## src/rtl/audio_pkg.sv

```systemverilog
// Shared types and constants for the audio record/playback blocks.
package audio_pkg;

  typedef enum logic [1:0] {IDLE, WAIT_TRIG, RECORD, DONE} cap_state_t;

  localparam int unsigned CTL_ARM   = 0;
  localparam int unsigned CTL_ABORT = 1;
  localparam int unsigned CTL_TRIG  = 2;

  localparam int unsigned AUDIO_ADDR_W = 15;
  localparam int unsigned AUDIO_DEPTH  = 22050;

endpackage

```

## src/rtl/audio_level_detect.sv

```systemverilog
// Saturating magnitude of a signed 16-bit sample compared against a threshold.
module audio_level_detect
  import audio_pkg::*;
#(
  parameter logic [15:0] TRIG_LEVEL = 16'd1024
) (
  input  logic [15:0] sample,
  output logic        hit
);

  logic [15:0] mag;

  always_comb begin
    // -32768 has no positive counterpart; clamp it to full scale.
    if (sample == 16'h8000) begin
      mag = 16'h7fff;
    end else if (sample[15]) begin
      mag = ~sample + 16'd1;
    end else begin
      mag = sample;
    end
    hit = (mag >= TRIG_LEVEL);
  end

endmodule

```

## src/rtl/audio_capture.sv

```systemverilog
// Records codec samples into a sample RAM after an arm command, optionally
// waiting for a level trigger, and stops after DEPTH samples.
module audio_capture
  import audio_pkg::*;
#(
  parameter int unsigned ADDR_W     = AUDIO_ADDR_W,
  parameter int unsigned DEPTH      = AUDIO_DEPTH,
  parameter logic [15:0] TRIG_LEVEL = 16'd1024
) (
  input  logic              clk,
  input  logic              reset_n,
  input  logic              sample_end,
  input  logic [15:0]       audio_sample,
  input  logic [3:0]        control,
  output logic [ADDR_W-1:0] wr_addr,
  output logic [15:0]       wr_data,
  output logic              wr_en,
  output logic              busy,
  output logic              done,
  output logic [ADDR_W-1:0] sample_count
);

  localparam logic [ADDR_W:0] LastCount = (ADDR_W+1)'(DEPTH);

  cap_state_t      state_q;
  logic            control0_q;
  logic            hit;
  logic            arm_rise;
  logic [ADDR_W:0] count_inc;
  logic            unused_ctl;

  assign arm_rise   = control[CTL_ARM] & ~control0_q;
  assign count_inc  = {1'b0, sample_count} + (ADDR_W+1)'(1);
  assign unused_ctl = control[3];

  audio_level_detect #(
    .TRIG_LEVEL (TRIG_LEVEL)
  ) u_level_detect (
    .sample (audio_sample),
    .hit    (hit)
  );

  always_ff @(posedge clk or negedge reset_n) begin
    if (!reset_n) begin
      state_q      <= IDLE;
      control0_q   <= 1'b0;
      wr_addr      <= '0;
      wr_data      <= '0;
      wr_en        <= 1'b0;
      busy         <= 1'b0;
      done         <= 1'b0;
      sample_count <= '0;
    end else begin
      control0_q <= control[CTL_ARM];
      wr_en      <= 1'b0;
      if (control[CTL_ABORT]) begin
        state_q <= IDLE;
        busy    <= 1'b0;
        done    <= 1'b0;
      end else begin
        unique case (state_q)
          IDLE, DONE: begin
            // A strobe coinciding with the arm edge is deliberately dropped.
            if (arm_rise) begin
              sample_count <= '0;
              busy         <= 1'b1;
              done         <= 1'b0;
              state_q      <= control[CTL_TRIG] ? WAIT_TRIG : RECORD;
            end
          end
          WAIT_TRIG: begin
            if (sample_end && hit) begin
              wr_en        <= 1'b1;
              wr_addr      <= '0;
              wr_data      <= audio_sample;
              sample_count <= ADDR_W'(1);
              state_q      <= RECORD;
            end
          end
          RECORD: begin
            if (sample_end) begin
              wr_en        <= 1'b1;
              wr_addr      <= sample_count;
              wr_data      <= audio_sample;
              sample_count <= count_inc[ADDR_W-1:0];
              if (count_inc == LastCount) begin
                state_q <= DONE;
                busy    <= 1'b0;
                done    <= 1'b1;
              end
            end
          end
          default: state_q <= IDLE;
        endcase
      end
    end
  end

endmodule

```

## config.mk

```make
export PLATFORM = sky130hd
export DESIGN_NAME = audio_capture
export DESIGN_NICKNAME = d
export VERILOG_FILES = /design/src/rtl/audio_pkg.sv /design/src/rtl/audio_level_detect.sv /design/src/rtl/audio_capture.sv
export SDC_FILE = /design/constraint.sdc
export NUM_CORES = 1
export LEC_CHECK = 0
export CAP_MARGIN = 15
export CORE_MARGIN = 5
export CORE_UTILIZATION = 45
export DETAILED_ROUTE_END_ITERATION = 8
export GPL_TIMING_DRIVEN = 1
export PLACE_DENSITY = 0.81
export REMOVE_ABC_BUFFERS = 1
export SLEW_MARGIN = 20
export SYNTH_ARGS = -nofsm -noshare
export SYNTH_HDL_FRONTEND = slang
export SYNTH_SLANG_ARGS = --single-unit
```

## constraint.sdc

```tcl
create_clock -name clk -period 2.45 [get_ports clk]
set_input_delay 0.245 -clock clk [delete_from_list [all_inputs] [get_ports clk]]
set_output_delay 0.245 -clock clk [all_outputs]
set_load 0.02 [all_outputs]
```

After elaboration in Yosys (flattened, before gate mapping):

Cells that the tools add are included.

* flip-flop bits (word level): 52
* input bits: 23
* output and inout port bits: 49
* logic and storage cells: 69

* add/subtract/negate cells: 2
* magnitude comparators: 1
* equal/unequal tests: 12
* multiplexer cells: 33
* bitwise gates (word level): 4
* reductions and logical operators: 9

Operators with widths (count)
* 15-bit 2-to-1 mux: 5
* 16-bit 2-to-1 mux: 4
* 15-bit one-hot mux with 3 select lines: 1
* 16-bit one-hot mux with 2 select lines: 1
* 15-bit one-hot mux with 2 select lines: 1
* 15-bit by 1-bit adder with 16-bit output (second input constant): 1
* 16-bit by 1-bit adder with 16-bit output (second input constant): 1
* 16-bit by 15-bit == test with 1-bit output (second input constant): 1
* 16-bit == test (second input constant): 1
* 16-bit by 11-bit greater-or-equal comparator with 1-bit output (second input constant): 1
* 16-bit NOT: 1
* 4-bit AND reduction: 4
* 2-bit 2-to-1 mux: 6
* 3-bit inequality test (second input constant): 4
* 1-bit 2-to-1 mux: 11
* 2-bit inequality test (second input constant): 3
* 1-bit one-hot mux with 2 select lines: 3
* 2-bit one-hot mux with 3 select lines: 1
* 2-bit == test (second input constant): 2
* 3-bit nonzero test: 1
* 2-bit by 1-bit == test with 1-bit output (second input constant): 1
* 2-bit logical NOT: 1
* 1-bit NOT: 2
* 2-bit nonzero test: 1
* other kinds (3): 3

Depth between registers and ports, before layout:

Gate-level depths: netlist of the first run.

* depth in word-level cells: 9
* depth in mapped cells: 10
* gate-level depth less buffers: 9

By module:

Synthesis of the first run repeated with hierarchy kept, for this count alone.

* cells, all modules: 330
* area total of the unflattened synthesis: 2822.7 sq um

By module, submodules not included
* audio_capture: instances 1, cells each 301, area an instance 2592.5 sq um, seq. area each 1301.2 sq um
* audio_level_detect: instances 1, cells each 29, area an instance 230.2 sq um, seq. area each 0.0 sq um

Worst setup path before layout of the first run:

OpenSTA, ideal clock, no wires.

* path kind: register -> register
* start point: reg sample_count[2]
* end point: reg state_q[0]
* library setup time: 0.078 ns
* arrival: 2.475 ns
* required time: 2.372 ns
* setup slack: -0.103 ns
* cell stages (with the launch flop): 10
* buffers on the path: 2
* clock period less this slack: 2.553 ns
* path through: dfrtp_1 > buf_4 > nand3_4 > or3_1 > buf_2 > or4_4 > a221oi_4 > a21oi_2 > a2111oi_4 > o21bai_1

* word-level cells in the longest chain between the ends: 4

RTL lines
* from (decl): line audio_capture.sv:20 `output logic [ADDR_W-1:0] sample_count`
* from (signal assigned): line audio_capture.sv:85 `sample_count <= count_inc[ADDR_W-1:0];`
* 15-bit by 1-bit adder with 16-bit output: line audio_capture.sv:33 `assign count_inc = {1'b0, sample_count} + (ADDR_W+1)'(1);`
* 16-bit by 15-bit == test with 1-bit output: line audio_capture.sv:86 `if (count_inc == LastCount) begin`
* 3-bit inequality test (no line)
* 4-bit AND reduction (no line)
* to (signal assigned): line audio_capture.sv:68 `state_q <= control[CTL_TRIG] ? WAIT_TRIG : RECORD;`
* to (decl): line audio_capture.sv:25 `cap_state_t state_q;`

No other way between the ends.
A chain may end at the register's enable or synchronous reset.

Final worst setup path of the first run:

* start point: reg sample_count[0]
* end point: reg done

* word-level cells in the longest chain between the ends: 4

RTL lines
* 15-bit by 1-bit adder with 16-bit output: line audio_capture.sv:33
* 16-bit by 15-bit == test with 1-bit output: line audio_capture.sv:86
* 3-bit inequality test (no line)
* 4-bit AND reduction (no line)
* to (signal assigned): line audio_capture.sv:51 `done <= 1'b0;`
* to (signal assigned): line audio_capture.sv:59 `done <= 1'b0;`
* to (signal assigned): line audio_capture.sv:89 `done <= 1'b1;`
* to (decl): line audio_capture.sv:19 `output logic done,`

No other way between the ends.

==> results of run 1 <==
-- registers in the layout, indices dropped and copies added, names as in the netlist --
signal / count
sample_count: 15
wr_addr: 15
wr_data: 16
done: 1
wr_en: 1
control0_q: 1
state_q: 2
busy: 1
-- power by group through the flow --
| stage | clock network (mW) | logic (mW) | registers [mW] |
|---|---|---|---|
| finish | 0.609 | 1.87 | 1.13 |
| global route | 0.664 | 2.00 | 1.16 |
| CTS | 0.618 | 1.85 | 1.14 |
| detailed placement | 0 | 1.70 | 1.15 |
| global placement | 0 | 1.66 | 1.14 |
| floorplan | 0 | 0.757 | 1.35 |
-- cell families after synthesis --
kind of cell,Yosys count
buffers and inverters,46
adders and majority gates,5
DFF,52
and+or+nand+nor,98
xor gates and xnor gates,2
AOI/OAI and AO/OA,72
muxes,33
-- synthesized netlist by cell type, types with 6 or more instances --
library cell,instances,share of area
sky130_fd_sc_hd__a21oi_1,6,0.010
sky130_fd_sc_hd__clkbuf_1,9,0.011
sky130_fd_sc_hd__a31oi_1,7,0.015
sky130_fd_sc_hd__o31ai_1,11,0.028
sky130_fd_sc_hd__mux2i_1,16,0.054
sky130_fd_sc_hd__o21ai_0,30,0.050
sky130_fd_sc_hd__inv_1,25,0.031
sky130_fd_sc_hd__nor2_1,13,0.016
sky130_fd_sc_hd__nand2_1,27,0.034
sky130_fd_sc_hd__buf_2,7,0.012
sky130_fd_sc_hd__mux2_2,17,0.064
sky130_fd_sc_hd__dfrtp_1,52,0.44
sky130_fd_sc_hd__nand3_1,10,0.017
-- final timing paths --
kind                                 start                to  depth (start not counted)
min                        audio_sample[7]        wr_data[7]                          2
max                        sample_count[0]              done                          7
min in group asynchronous          reset_n       wr_data[14]                          2
max in group asynchronous          reset_n  sample_count[14]                          3
max reg2reg                sample_count[0]              done                          7
min reg2reg                     wr_data[4]        wr_data[4]                          1
-- layout make-up --
class                   instances  area (µm²)  share of cell area
multi-input cells             210        1610               0.370
flip-flops and latches         52        1300               0.299
repair buffers                119        1140               0.261
well taps                      77        96.3              0.0221
inverters                      25        93.8              0.0216
clock buffers                   5        68.8              0.0158
clock inverters                 3        42.5             0.00977
-- worst max-delay path, stage by stage, from the launching register on --
cell	delay, ps
sky130_fd_sc_hd__dfrtp_1	380
sky130_fd_sc_hd__buf_4	130
sky130_fd_sc_hd__nand3_4	80
sky130_fd_sc_hd__nor4_1	510
sky130_fd_sc_hd__o211ai_1	250
sky130_fd_sc_hd__a221oi_4	430
sky130_fd_sc_hd__nand2_1	130
sky130_fd_sc_hd__a2111oi_2	360
-- stage by stage --
stage | instance area [µm²] | instances
2_1_floorplan | 2890 | 287
3_3_place_gp | 4020 | 475
3_5_place_dp | 4020 | 475
4_1_cts | 4270 | 489
5_1_grt | 4350 | 491
6_report | 4350 | 491
-- per-layer routing --
layer,share of wire,up-vias,wire length (µm)
met5,0,-,0
met4,0.018,0,152
met3,0.065,22,549
met2,0.49,123,4160
met1,0.42,1347,3550
li1,-,1302,-
-- repair_timing --
action                                  CTS  global route
resized for setup                        20            18
endpoints found under the hold margin    24             0
hold buffers                              1             0
gates cloned                              2             0
endpoints found under the setup margin   41            43
pin swaps                                10            10
buffers inserted                          3             2
==> run_summary.xml, run 1 <==
<?xml version="1.0" encoding="UTF-8"?>
<metrics>
  <group name="timing">
    <metric name="maxSlewViolCount" unit="">0</metric>
    <metric name="number_of_endpoints_with_negative_hold_slack_in_the_final_report" unit="">0</metric>
    <metric name="worst_slew_margin_rel" unit="">0.579</metric>
    <metric name="tns" unit="ps">0</metric>
    <metric name="pin_slew_with_the_least_headroom_to_its_limit" unit="ps">631</metric>
    <metric name="finalCriticalPeriod" unit="ps">2380</metric>
    <metric name="rsz_0062_raised_after_global_routing" unit="">true</metric>
    <metric name="fin_worst_hold_slack" unit="ps">281</metric>
    <metric name="fin_crit_sh" unit="">0.973</metric>
    <metric name="setup_ws" unit="ps">65.9</metric>
    <metric name="setup_viol" unit="">0</metric>
    <metric name="max_clock_freq" unit="MHz">419</metric>
    <metric name="clock_skew" unit="ps">4.60</metric>
  </group>
  <group name="floorplanning">
    <metric name="floorplan.die_area" unit="µm²">8360</metric>
    <metric name="number_of_placement_rows" unit="">29</metric>
    <metric name="io_pins" unit="">72</metric>
    <metric name="floorplan.initialDensity" unit="">0.467</metric>
    <metric name="fp.dieW" unit="µm">91.4</metric>
    <metric name="core_region_area" unit="µm²">6390</metric>
    <metric name="fp.dieH" unit="µm">91.4</metric>
  </group>
  <group name="global_route">
    <metric name="antenna_found_initial" unit="">0</metric>
    <metric name="gr-usage-met2" unit="">0.322</metric>
    <metric name="use_met3" unit="">0.0413</metric>
    <metric name="grt_start_max_net_pins" unit="">27</metric>
    <metric name="first_global_vias" unit="">2768</metric>
    <metric name="groute.layer.met1.usage" unit="">0.270</metric>
    <metric name="grt_first_pass_wirelength" unit="µm">13800</metric>
    <metric name="globalRoute.totalOverflow" unit="">0</metric>
    <metric name="gr-usage-all-layers" unit="">0.198</metric>
    <metric name="busiest_layer" unit="">met2</metric>
  </group>
  <group name="logic_synthesis">
    <metric name="synth_top_family_by_area" unit="">simple AND/OR/NAND/NOR gates</metric>
    <metric name="area_share_of_fa_ha_maj_cells_after_synthesis" unit="">0.0210</metric>
    <metric name="ys_dominant_reg_cell" unit="">sky130_fd_sc_hd__dfrtp_1</metric>
    <metric name="synth_simple_gate_area_share" unit="">0.190</metric>
    <metric name="total_of_flip_flops_plus_latches_after_synthesis" unit="">52</metric>
    <metric name="synth_cells" unit="">308</metric>
    <metric name="synth_xor_xnor_area_share" unit="">0.00587</metric>
    <metric name="netlist_area" unit="µm²">2980</metric>
    <metric name="asyncSetResetFlopFracSynth" unit="">1.00</metric>
    <metric name="yosysSeqAreaShare" unit="">0.436</metric>
    <metric name="synth_warnings" unit="">0</metric>
    <metric name="post_synth.cell_area_avg" unit="µm²">9.68</metric>
    <metric name="synth.distinct_cells" unit="">59</metric>
    <metric name="synth_compound_area_frac" unit="">0.166</metric>
    <metric name="synth-edff-count" unit="">0</metric>
    <metric name="muxShareOfSynthArea" unit="">0.118</metric>
  </group>
  <group name="cells_and_area">
    <metric name="final_common_cell" unit="">sky130_fd_sc_hd__clkdlybuf4s50_1</metric>
    <metric name="final_core_utilization" unit="">0.682</metric>
    <metric name="fill_cells" unit="">449</metric>
    <metric name="antennaDiodeCount" unit="">0</metric>
    <metric name="post_route_cells_drive_above_1_share" unit="">0.256</metric>
    <metric name="fin_nets" unit="">441</metric>
    <metric name="areaGrowthSynthToFinish" unit="%">46.0</metric>
    <metric name="layout_common_cells" unit="">sky130_fd_sc_hd__clkdlybuf4s50_1 (55), sky130_fd_sc_hd__dfrtp_1 (51), sky130_fd_sc_hd__buf_4 (43)</metric>
  </group>
  <group name="routing">
    <metric name="first_pass_iters" unit="">4</metric>
    <metric name="num_vias" unit="">2794</metric>
    <metric name="detailedRoute.firstIterationViolations" unit="">175</metric>
    <metric name="finalWirelength" unit="µm">8410</metric>
    <metric name="avgRoutedWirePerCell" unit="µm">17.1</metric>
    <metric name="number_of_vias_per_cell" unit="">5.69</metric>
    <metric name="antenna_left" unit="">0</metric>
    <metric name="remaining_drc_errors" unit="">0</metric>
  </group>
  <group name="clocking">
    <metric name="cts_tree" unit="">yes</metric>
    <metric name="cts-buffers-inserted" unit="">5</metric>
    <metric name="cts_sinks" unit="">52</metric>
    <metric name="ctsRootBufferMaster" unit="">sky130_fd_sc_hd__clkbuf_8</metric>
    <metric name="clk_pin_slew_worst_paths" unit="ps">100</metric>
    <metric name="clock_insertion_delay_worst_skew" unit="ps">310</metric>
    <metric name="htree_num_levels" unit="">2</metric>
    <metric name="max-clock-path-buffers" unit="">2</metric>
  </group>
  <group name="worst_setup_path">
    <metric name="crit_fanout" unit="">3</metric>
    <metric name="worstPathRequired" unit="ps">2660</metric>
    <metric name="crit_arrival" unit="ps">2590</metric>
    <metric name="critical_path.startpoint_type" unit="">flop</metric>
    <metric name="worst-r2r-setup-slack" unit="ps">70</metric>
    <metric name="end_kind" unit="">flop</metric>
    <metric name="setup.worst_path.class" unit="">flop to flop</metric>
  </group>
  <group name="job">
    <metric name="max_cap_violations" unit="">0</metric>
  </group>
  <group name="status">
    <metric name="run_status" unit="">completed</metric>
  </group>
  <group name="power_and_ir_drop">
    <metric name="total_leakage_power" unit="nW">1.91</metric>
    <metric name="comb_power_share" unit="">0.517</metric>
    <metric name="power.clock.fraction" unit="">0.169</metric>
    <metric name="post-layout-total-power" unit="mW">3.61</metric>
    <metric name="power_switching_share" unit="">0.362</metric>
    <metric name="fraction_of_power_consumed_by_sequential_logic" unit="">0.314</metric>
    <metric name="p_switching" unit="mW">1.31</metric>
    <metric name="irDropWorstVdd" unit="µV">670</metric>
    <metric name="internal_power" unit="mW">2.31</metric>
    <metric name="power.density_cell_area" unit="nW/µm²">829</metric>
  </group>
  <group name="hold_path">
    <metric name="hold_path.class" unit="">input pin to flop</metric>
  </group>
  <group name="placed_design">
    <metric name="preCtsSetupSlack" unit="ps">-404</metric>
    <metric name="detailed_place_hpwl" unit="µm">5890</metric>
    <metric name="routabilityCongestion" unit="">0.860</metric>
    <metric name="port_buffers" unit="">70</metric>
  </group>
</metrics>
No activity file was read; power rests on OpenSTA's default activity.
==> run 2, diff against run 1 <==
GPL_TIMING_DRIVEN = not set   (was 1)
==> results of run 2 <==
Final layout, timing and power as in run 1 (identical DEF).
